`src/rtl/stopwatch_pkg.sv`:
```
// Shared types and constants for the BCD stopwatch: digit type, digit limits,
// the mm:ss count record and the active-low seven-segment glyph table.
package stopwatch_pkg;

    typedef logic [3:0] bcd_t;

    localparam bcd_t SEC_TENS_MAX = 4'd5;
    localparam bcd_t DIGIT_MAX    = 4'd9;

    typedef struct packed {
        bcd_t min_tens;
        bcd_t min_ones;
        bcd_t sec_tens;
        bcd_t sec_ones;
    } time_t;

    // Index n holds the active-low glyph for hex digit n (bit order g..a).
    localparam logic [15:0][6:0] SEG_AL = {
        7'h0E, 7'h06, 7'h21, 7'h46, 7'h03, 7'h08, 7'h10, 7'h00,
        7'h78, 7'h02, 7'h12, 7'h19, 7'h30, 7'h24, 7'h79, 7'h40
    };

    function automatic bcd_t clamp_digit(input logic [3:0] d, input bcd_t lim);
        return (d > lim) ? lim : d;
    endfunction

endpackage

```
`src/rtl/seg7_decoder.sv`:
```
// One hex/BCD digit to seven segments; SEG_ACTIVE_LOW=0 inverts the glyph.
module seg7_decoder
    import stopwatch_pkg::*;
#(
    parameter bit SEG_ACTIVE_LOW = 1'b1
) (
    input  logic [3:0] i_digit,
    output logic [6:0] o_seg
);

    assign o_seg = SEG_ACTIVE_LOW ? SEG_AL[i_digit] : ~SEG_AL[i_digit];

endmodule

```
`src/rtl/bcd_stopwatch.sv`:
```
// BCD mm:ss up/down timer with 1 Hz prescaler, preset load, saturate/expire.
// Define BCD_STOPWATCH_LAP_EN to add the lap (display freeze) feature.
module bcd_stopwatch
    import stopwatch_pkg::*;
#(
    parameter int CLK_HZ         = 50_000_000,
    parameter int MAX_MIN        = 99,
    parameter bit SEG_ACTIVE_LOW = 1'b1
) (
    input  logic       CLOCK_50,
    input  logic       clear,
    input  logic       run,
    input  logic       dir,
    input  logic       load,
    input  logic [7:0] preset_min,
    input  logic [7:0] preset_sec,
    input  logic       lap,
    output logic       tick,
    output logic       done,
    output logic [3:0] sec_ones,
    output logic [3:0] sec_tens,
    output logic [3:0] min_ones,
    output logic [3:0] min_tens,
    output logic [6:0] HEX0,
    output logic [6:0] HEX1,
    output logic [6:0] HEX2,
    output logic [6:0] HEX3
);

    localparam int             PW        = (CLK_HZ > 1) ? $clog2(CLK_HZ) : 1;
    localparam logic [PW-1:0]  PRESC_RLD = PW'(CLK_HZ - 1);
    localparam time_t          T_MAX     = '{bcd_t'(MAX_MIN / 10), bcd_t'(MAX_MIN % 10),
                                             SEC_TENS_MAX, DIGIT_MAX};

    logic [PW-1:0] r_presc;
    time_t         r_cnt;
    logic          r_done;
    logic          r_chk;

    time_t         w_next;
    time_t         w_preset;
    time_t         w_disp;
    logic          w_tick;
    logic          w_term;
    logic          w_next_term;
    logic [3:0]    w_mo;
    logic [7:0]    w_min_val;

    assign w_tick      = run & ~r_done & ~clear & (r_presc == '0);
    assign w_term      = dir ? (r_cnt == '0)  : (r_cnt == T_MAX);
    assign w_next_term = dir ? (w_next == '0) : (w_next == T_MAX);

    always_comb begin
        w_next = r_cnt;
        if (!dir) begin
            if (r_cnt.sec_ones != DIGIT_MAX) w_next.sec_ones = r_cnt.sec_ones + 4'd1;
            else begin
                w_next.sec_ones = '0;
                if (r_cnt.sec_tens != SEC_TENS_MAX) w_next.sec_tens = r_cnt.sec_tens + 4'd1;
                else begin
                    w_next.sec_tens = '0;
                    if (r_cnt.min_ones != DIGIT_MAX) w_next.min_ones = r_cnt.min_ones + 4'd1;
                    else begin
                        w_next.min_ones = '0;
                        w_next.min_tens = r_cnt.min_tens + 4'd1;
                    end
                end
            end
        end else begin
            if (r_cnt.sec_ones != '0) w_next.sec_ones = r_cnt.sec_ones - 4'd1;
            else begin
                w_next.sec_ones = DIGIT_MAX;
                if (r_cnt.sec_tens != '0) w_next.sec_tens = r_cnt.sec_tens - 4'd1;
                else begin
                    w_next.sec_tens = SEC_TENS_MAX;
                    if (r_cnt.min_ones != '0) w_next.min_ones = r_cnt.min_ones - 4'd1;
                    else begin
                        w_next.min_ones = DIGIT_MAX;
                        w_next.min_tens = r_cnt.min_tens - 4'd1;
                    end
                end
            end
        end
    end

    // Minute clamp works on the value, so an illegal tens digit (A..F) also clamps.
    assign w_mo      = clamp_digit(preset_min[3:0], DIGIT_MAX);
    assign w_min_val = {4'b0, preset_min[7:4]} * 8'd10 + {4'b0, w_mo};

    always_comb begin
        w_preset.sec_ones = clamp_digit(preset_sec[3:0], DIGIT_MAX);
        w_preset.sec_tens = clamp_digit(preset_sec[7:4], SEC_TENS_MAX);
        w_preset.min_ones = w_mo;
        w_preset.min_tens = preset_min[7:4];
        if (w_min_val > 8'(MAX_MIN)) begin
            w_preset.min_tens = T_MAX.min_tens;
            w_preset.min_ones = T_MAX.min_ones;
        end
    end

    // r_chk marks the cycle after a load so a terminal preset raises done.
    always_ff @(posedge CLOCK_50) begin
        if (clear) begin
            r_presc <= PRESC_RLD;
            r_cnt   <= '0;
            r_done  <= 1'b0;
            r_chk   <= 1'b0;
        end else if (load) begin
            r_presc <= PRESC_RLD;
            r_cnt   <= w_preset;
            r_done  <= 1'b0;
            r_chk   <= 1'b1;
        end else begin
            r_chk <= 1'b0;
            if (run && !r_done)
                r_presc <= (r_presc == '0) ? PRESC_RLD : r_presc - 1'b1;
            if (r_chk && w_term)
                r_done <= 1'b1;
            if (w_tick) begin
                if (w_term) r_done <= 1'b1;
                else begin
                    r_cnt <= w_next;
                    if (w_next_term) r_done <= 1'b1;
                end
            end
        end
    end

`ifdef BCD_STOPWATCH_LAP_EN
    logic  r_freeze;
    time_t r_snap;

    always_ff @(posedge CLOCK_50) begin
        if (clear) begin
            r_freeze <= 1'b0;
            r_snap   <= '0;
        end else if (lap) begin
            r_freeze <= ~r_freeze;
            if (!r_freeze) r_snap <= r_cnt;
        end
    end

    assign w_disp = r_freeze ? r_snap : r_cnt;
`else
    logic w_unused_lap;
    assign w_unused_lap = lap;
    assign w_disp       = r_cnt;
`endif

    logic [3:0][3:0] w_digits;
    logic [3:0][6:0] w_hex;

    assign w_digits = {w_disp.min_tens, w_disp.min_ones, w_disp.sec_tens, w_disp.sec_ones};

    for (genvar g = 0; g < 4; g++) begin : g_seg
        seg7_decoder #(.SEG_ACTIVE_LOW(SEG_ACTIVE_LOW)) u_seg (
            .i_digit (w_digits[g]),
            .o_seg   (w_hex[g])
        );
    end

    assign tick     = w_tick;
    assign done     = r_done;
    assign sec_ones = w_digits[0];
    assign sec_tens = w_digits[1];
    assign min_ones = w_digits[2];
    assign min_tens = w_digits[3];
    assign HEX0     = w_hex[0];
    assign HEX1     = w_hex[1];
    assign HEX2     = w_hex[2];
    assign HEX3     = w_hex[3];

endmodule

```
`config.mk`:
```
export PLATFORM = sky130hd
export DESIGN_NAME = bcd_stopwatch
export DESIGN_NICKNAME = d
export VERILOG_FILES = /design/src/rtl/stopwatch_pkg.sv /design/src/rtl/seg7_decoder.sv /design/src/rtl/bcd_stopwatch.sv
export SDC_FILE = /design/constraint.sdc
export NUM_CORES = 1
export LEC_CHECK = 0
export ABC_AREA = 1
export CORE_MARGIN = 5
export CORE_UTILIZATION = 49
export CTS_CLUSTER_SIZE = 16
export DETAILED_ROUTE_END_ITERATION = 10
export PLACE_DENSITY = 0.77
export RECOVER_POWER = 25
export SLEW_MARGIN = 20
export SYNTH_ARGS = -nofsm -noshare
export SYNTH_HDL_FRONTEND = slang
export SYNTH_HIERARCHICAL = 1
export SYNTH_SLANG_ARGS = --single-unit
```
`constraint.sdc`:
```
create_clock -name CLOCK_50 -period 3.8 [get_ports CLOCK_50]
set_clock_uncertainty 0.15 [all_clocks]
set_input_delay 0.76 -clock CLOCK_50 [delete_from_list [all_inputs] [get_ports CLOCK_50]]
set_output_delay 0.76 -clock CLOCK_50 [all_outputs]
set_load 0.01 [all_outputs]
```
==> results of run 1 <==
==> logic make-up after synthesis <==
group	Yosys count	synth area share [%]
DFF	44	19.1
adders and majority gates	42	11.7
AOI/OAI and AO/OA	88	10.4
xor gates and xnor gates	20	3.80
buffers and inverters	133	12.0
and+or+nand+nor	442	43.0
==> synthesized netlist by cell type, types with 2 or more instances <==
master | count | area, µm²
nor2_4 | 7 | 78.8
inv_1 | 103 | 387
o211ai_1 | 2 | 15.0
nor4_1 | 3 | 18.8
o21ai_0 | 36 | 180
inv_2 | 9 | 33.8
nor3_1 | 6 | 30.0
nor2_1 | 75 | 282
o31ai_1 | 2 | 15.0
nand2_2 | 9 | 56.3
o21ai_1 | 6 | 30.0
fa_1 | 2 | 40.0
nand3b_1 | 2 | 15.0
nor3_2 | 3 | 30.0
nor2_2 | 2 | 12.5
nand3_1 | 101 | 505
buf_2 | 6 | 30.0
or2_2 | 2 | 12.5
buf_6 | 5 | 56.3
xor2_1 | 13 | 114
ha_1 | 40 | 500
a31oi_1 | 3 | 18.8
dfxtp_1 | 44 | 881
nand4_1 | 8 | 50.1
o21ai_2 | 4 | 35.0
buf_4 | 2 | 15.0
xnor2_1 | 7 | 61.3
nand2_1 | 219 | 822
a21oi_1 | 32 | 160
clkbuf_1 | 6 | 22.5
==> flip-flops by register name (all words and copies together), names as in the netlist <==
register  count
done          1
r_presc      26
sec_ones      4
min_tens      4
sec_tens      4
r_chk         1
min_ones      4
==> where the power goes <==
group,leakage (nW),internal (mW),switching [mW]
Combinational,2.21,0.225,0.295
Clock,0.0614,0.215,0.165
Sequential,0.359,0.475,0.0573
Total,2.63,0.915,0.518
==> worst register-to-register path, cell delays in order, from the launching register on <==
cell and delay, ns:
dfxtp_1 0.78, inv_1 0.14, nor2_1 0.16, nand2_1 0.18, nor2_8 0.18, nand2_1 0.07
nand2_1 0.06, nand3_1 0.08, nand2_1 0.33, inv_2 0.21, o21ai_0 0.23, a31oi_1 0.06
==> through the flow <==
stage / hold slack [ns] / std cells / utilization (%) / worst slack (ns)
global placement: 0.304 / 933 / 58.0 / 0.141
floorplan: 0.293 / 769 / - / 0.772
detailed placement: 0.321 / 933 / 58.0 / 0.0684
global route: 0.378 / 941 / 59.2 / 0.0198
finish: 0.343 / 941 / 59.2 / 0.123
CTS: 0.341 / 941 / 59.4 / 0.0951
==> path summary, 6_finish.rpt <==
kind                            cells after the start  slack, ns          end
worst max-delay path                               10       0.12         tick
worst min-delay path                                2       0.34   r_presc[0]
worst max register to register                     11       1.05  min_tens[1]
worst min register to register                      2       0.34   r_presc[0]
==> layout by cell type (no fill, tap or decap), types with 3 or more instances in the layout <==
master           count
nand4_1              8
nand2_1            220
nand2_2              8
clkbuf_1             3
inv_1              103
o21ai_2              4
dlygate4sd3_1        8
xnor2_1              7
a21oi_1             32
nor3_2               3
nor3_1               6
inv_2                9
nor2_1              75
nand3_1            101
clkbuf_8             6
ha_1                40
o21ai_1              6
clkdlybuf4s50_1     58
buf_4                4
a31oi_1              3
xor2_1              13
o21ai_0             36
dfxtp_1             44
nor2_4               7
nor4_1               3
==> layout make-up <==
cell class                 count  area, µm²
inverter                     113        424
sequential                    44        881
clock inverter                 2       38.8
timing repair buffer          73        702
clock buffer                   6       82.6
fill                         876       3750
multi-input combinational    592       3180
tap                          111        139
==> per-layer routing <==
metal	global-route usage [%]	part of all wire (%)	vias up
met2	37.4	48	155
met4	5.57	1.4	0
li1	-	-	2571
met5	0	0	-
met3	2.89	5.1	18
met1	25.5	45	2212
==> run metrics, run 1 <==
Avg Inst Size Synth=about 6 µm²; # diodes=0; MaxCap Viol Count=0; total power=1.43 mW; Area Growth Syn to Fin=18.0%; Overflow after GRT=0; endpoints failing setup=0; # rows=35; number of nets in the layout=893; synthesized instance count=769; clk slew on worst S/H paths=around 0.09 ns; initial antenna violation count=0; initial drt markers=276; unrepaired setup endpoints after global routing=no; Initial Utilization=50.2%; WL per Instance=between 10 and 15 µm; CP startpoint=run; vias in the first global route=around 4700; vias post-DR=4956; post-DP HPWL=9.05 mm; largest net degree at the start of global routing=22; CTS tree=yes; mapped cell area=0.00461 mm²; Min Clock Period, post-route=3.68 ns; gpl congestion=0.920; crit-path cells=clkdlybuf4s50_1, nand2_2, nor3_4, nand2_2, nor2_4, nand2_2, nor2_2, nand2_2, nor2_4, clkdlybuf4s50_1; DRT Pass-1 Iters=5; clk_lat worst skew=~0.30 ns; final wirelength=around 12 mm; dominant synthesized flop cell=dfxtp_1; CP max stage delay=0.56 ns; Final period util=96.8%; I/O pin total=68; Crit. End Element=output port; Seq cells post-synth=44; Remaining DRCs=0; status=finished, final reports clean; Post-Route Setup TNS=0 ns; Worst path top cell family by delay=buffers and inverters; VDD IR max=0.137 mV; first-pass GRT wire length=20.3 mm; crit path DAT=2.77 ns; Die Area=about 0.011 mm²; post-route cell area=0.00545 mm²; setup bufs post-CTS=0; Hold Crit Start=r_presc[0]; Critical Path Source Type=input pin; CP Class=input pin to output port; Netlist cell types=40; syn nets=833; Worst EP required=slightly below 3 ns; # hold bufs at CTS=0; Leakage=2.63 nW; port buffer count=66; Seq/Total Area, Yosys=19.1%; Crit-path slowest cell=clkdlybuf4s50_1; Post-Place Cell Area=0.00534 mm²; Post-synth EDFFs=0; Resize count post-CTS=0; cell mode on critical path=nand2_2; Critical R2R Launch=sec_tens[2]; f_max=0.272 GHz; CORE AREA=0.00920 mm²; die width=107 µm; Synth warnings=6; CTS root buffer=clkbuf_8; Die Y=107 µm; min-delay worst type=flip-flop to flip-flop; Via-to-Cell Ratio=5.27; CTS buffer count=5; Clock Sink Count=44; Overall Global Routing Usage=20.7%; power density cells=263 mW/mm²; max-slew violations=0; Slew @ Worst Pin=between 0.7 and 0.8 ns; WP buf/inv=2; Final Hold Viols=0; critical path fanouts, max=3; post-route ant nets=0; FFs w/ async S/R, synth=0%; htree depth=2; Clock Tree Buf Depth=2; layout cells sized above 1=6.27%; normalized max-slew margin=50.3%
(Power assumes the default switching activity.)
==> run 2: changes to the inputs <==
--- a/config.mk
+++ b/config.mk
@@ -6,7 +6,7 @@
 export NUM_CORES = 1
 export LEC_CHECK = 0
 export ABC_AREA = 1
-export CORE_MARGIN = 5
+export CORE_MARGIN = 2
 export CORE_UTILIZATION = 49
 export CTS_CLUSTER_SIZE = 16
 export DETAILED_ROUTE_END_ITERATION = 10
==> run 2 against run 1 <==
  * Non-clock buffer count up 1
  * Worst hold slack worse by 0.011 ns
  * Clock-buffer cell count unchanged
  * Utilization about the same
  * Total power up 0.46%
  * Clock power about the same
  * Sequential power down 0.8%
  * Design area about the same
  * Critical path type unchanged
==> run metrics, run 2 (same netlist as run 1, synthesis figures left out) <==
status=finished, final reports clean; Leakage=2.63 nW (about the same); critical path fanouts, max=3 (unchanged); port buffer count=66 (unchanged); Die Y=101 µm (-5.6%); most common cell after layout, fill and taps aside=nand2_1; die width=101 µm (-5.6%); unrepaired setup endpoints after global routing=no; endpoints failing setup=0 (unchanged); clk slew on worst S/H paths=0.09 ns (about the same); Critical Path Source Type=input pin; DRT Pass-1 Iters=5 (unchanged); max-slew violations=0 (unchanged); CTS root buffer=clkbuf_8; vias in the first global route=4629 (-2.1%); f_max=0.274 GHz (+0.58%); layout cells sized above 1=6.26% (-0.0075 points); Seq. cell area=881 µm² (unchanged); worst hold margin=0.332 ns (-0.0106 ns); Initial Utilization=50.2% (unchanged); # rows=35 (unchanged); # hold bufs at CTS=0 (unchanged); post-route ant nets=0 (unchanged); largest net degree at the start of global routing=22 (unchanged); post-DP HPWL=9.09 mm (+0.39%); post-layout util=59.3% (about the same); CP max stage delay=0.56 ns (about the same); initial drt markers=278 (+0.72%); Resize count post-CTS=0 (unchanged); Min Clock Period, post-route=3.66 ns (-0.0211 ns); setup bufs post-CTS=0 (unchanged); Worst EP required=2.89 ns (about the same); MaxCap Viol Count=0 (unchanged); Critical R2R Launch=sec_tens[2]; CORE AREA=0.00920 mm² (unchanged); WP buf/inv=2 (unchanged); Crit-path slowest cell=clkdlybuf4s50_1; Via-to-Cell Ratio=5.34 (+1.5%); clk_lat worst skew=0.30 ns (about the same); Largest register FFs=26 (unchanged); cell mode on critical path=nand2_2; Worst path top cell family by delay=buffers and inverters; multi-input logic area=0.00318 mm² (unchanged); crit path DAT=2.75 ns (-0.02 ns); Post-Route Setup TNS=0 ns (unchanged); first-pass GRT wire length=19.9 mm (-1.9%); Remaining DRCs=0 (unchanged); initial antenna violation count=0 (unchanged); Die Area=0.0102 mm² (-11%); Hold Crit Start=r_presc[13]; Area Growth Syn to Fin=18.1% (about the same); normalized max-slew margin=44.8% (-5.5 points); number of nets in the layout=894 (+0.11%); Overall Global Routing Usage=23.2% (+2.5 points); CP startpoint=run; CTS buffer count=5 (unchanged); crit-path cells=clkdlybuf4s50_1, nand2_2, nor3_4, nand2_2, nor2_4, nand2_2, nor2_2, nand2_2, nor2_4, clkdlybuf4s50_1; htree depth=2 (unchanged); Overflow after GRT=0 (unchanged); gpl congestion=0.952 (+3.4%); VDD IR max=0.155 mV (+13%); Top reg by flops=r_presc; WL per Instance=12.5 µm (+0.48%); CTS tree=yes; placed insts=934 (+0.11%); CP Class=input pin to output port; # diodes=0 (unchanged); Clock Tree Buf Depth=2 (unchanged); most frequent cells in the layout=220 x nand2_1, 103 x inv_1, 101 x nand3_1; min-delay worst type=flip-flop to flip-flop; Clock Sink Count=44 (unchanged); Final period util=96.2% (-0.55 points); Final Hold Viols=0 (unchanged); vias post-DR=5034 (+1.6%); Slew @ Worst Pin=0.828 ns (+0.0826 ns); final wirelength=11.8 mm (+0.59%); power density cells=264 mW/mm² (+0.39%); Final Instance Count excl. Fillers=942 (+0.11%); Layout fillers=914 (+4.3%); I/O pin total=68 (unchanged); Crit. End Element=output port
-- run 2: stage by stage --
| stage | power (mW) | worst slack [ns] | cell area [µm²] |
|---|---|---|---|
| 5_1_grt | 1.53 | 0.0374 | 5450 |
| 4_1_cts | 1.45 | 0.140 | 5470 |
| 6_report | 1.44 | 0.144 | 5450 |
| 3_5_place_dp | 1.07 | 0.115 | 5350 |
| 2_1_floorplan | 0.868 | 0.772 | 4610 |
| 3_3_place_gp | 1.05 | 0.153 | 5350 |
-- run 2: cell type report --
| type | instances | share of cell area [%] |
|---|---|---|
| Multi-Input combinational cell | 592 | 58.3 |
| Sequential cell | 44 | 16.2 |
| Timing Repair Buffer | 74 | 13.0 |
| Inverter | 113 | 7.78 |
| Tap cell | 111 | 2.55 |
| Clock buffer | 6 | 1.52 |
| Clock inverter | 2 | 0.712 |
-- run 2: worst reg2reg max path: stages (launching register included) --
cell and delay, ns:
dfxtp_1 0.77, inv_1 0.13, nor2_1 0.16, nand2_1 0.17
nor2_8 0.17, nand2_1 0.07, nand2_1 0.07, nand3_1 0.08
nand2_1 0.34, inv_2 0.23, o21ai_0 0.21, a31oi_1 0.06
-- run 2: worst paths after layout --
path,cells after the start,slack (ns),to
worst min register to register,2,0.33,r_presc[13]
worst max-delay path,10,0.14,tick
worst min-delay path,2,0.33,r_presc[13]
worst max register to register,11,1.07,min_tens[1]
-- run 2: power breakdown --
part | total, mW | internal (mW) | leakage, nW | switching (mW)
Combinational | 0.530 | 0.227 | 2.21 | 0.303
Clock | 0.382 | 0.215 | 0.0614 | 0.166
Sequential | 0.528 | 0.475 | 0.359 | 0.0531
Total | 1.44 | 0.917 | 2.63 | 0.522
-- run 2: per-layer routing --
layer,vias to the layer above,part of all wire [%],global-route usage (%)
li1,2556,-,-
met1,2262,44,29.3
met2,191,48,40.5
met3,25,6.0,2.57
met4,0,2.1,8.21
met5,-,0,0
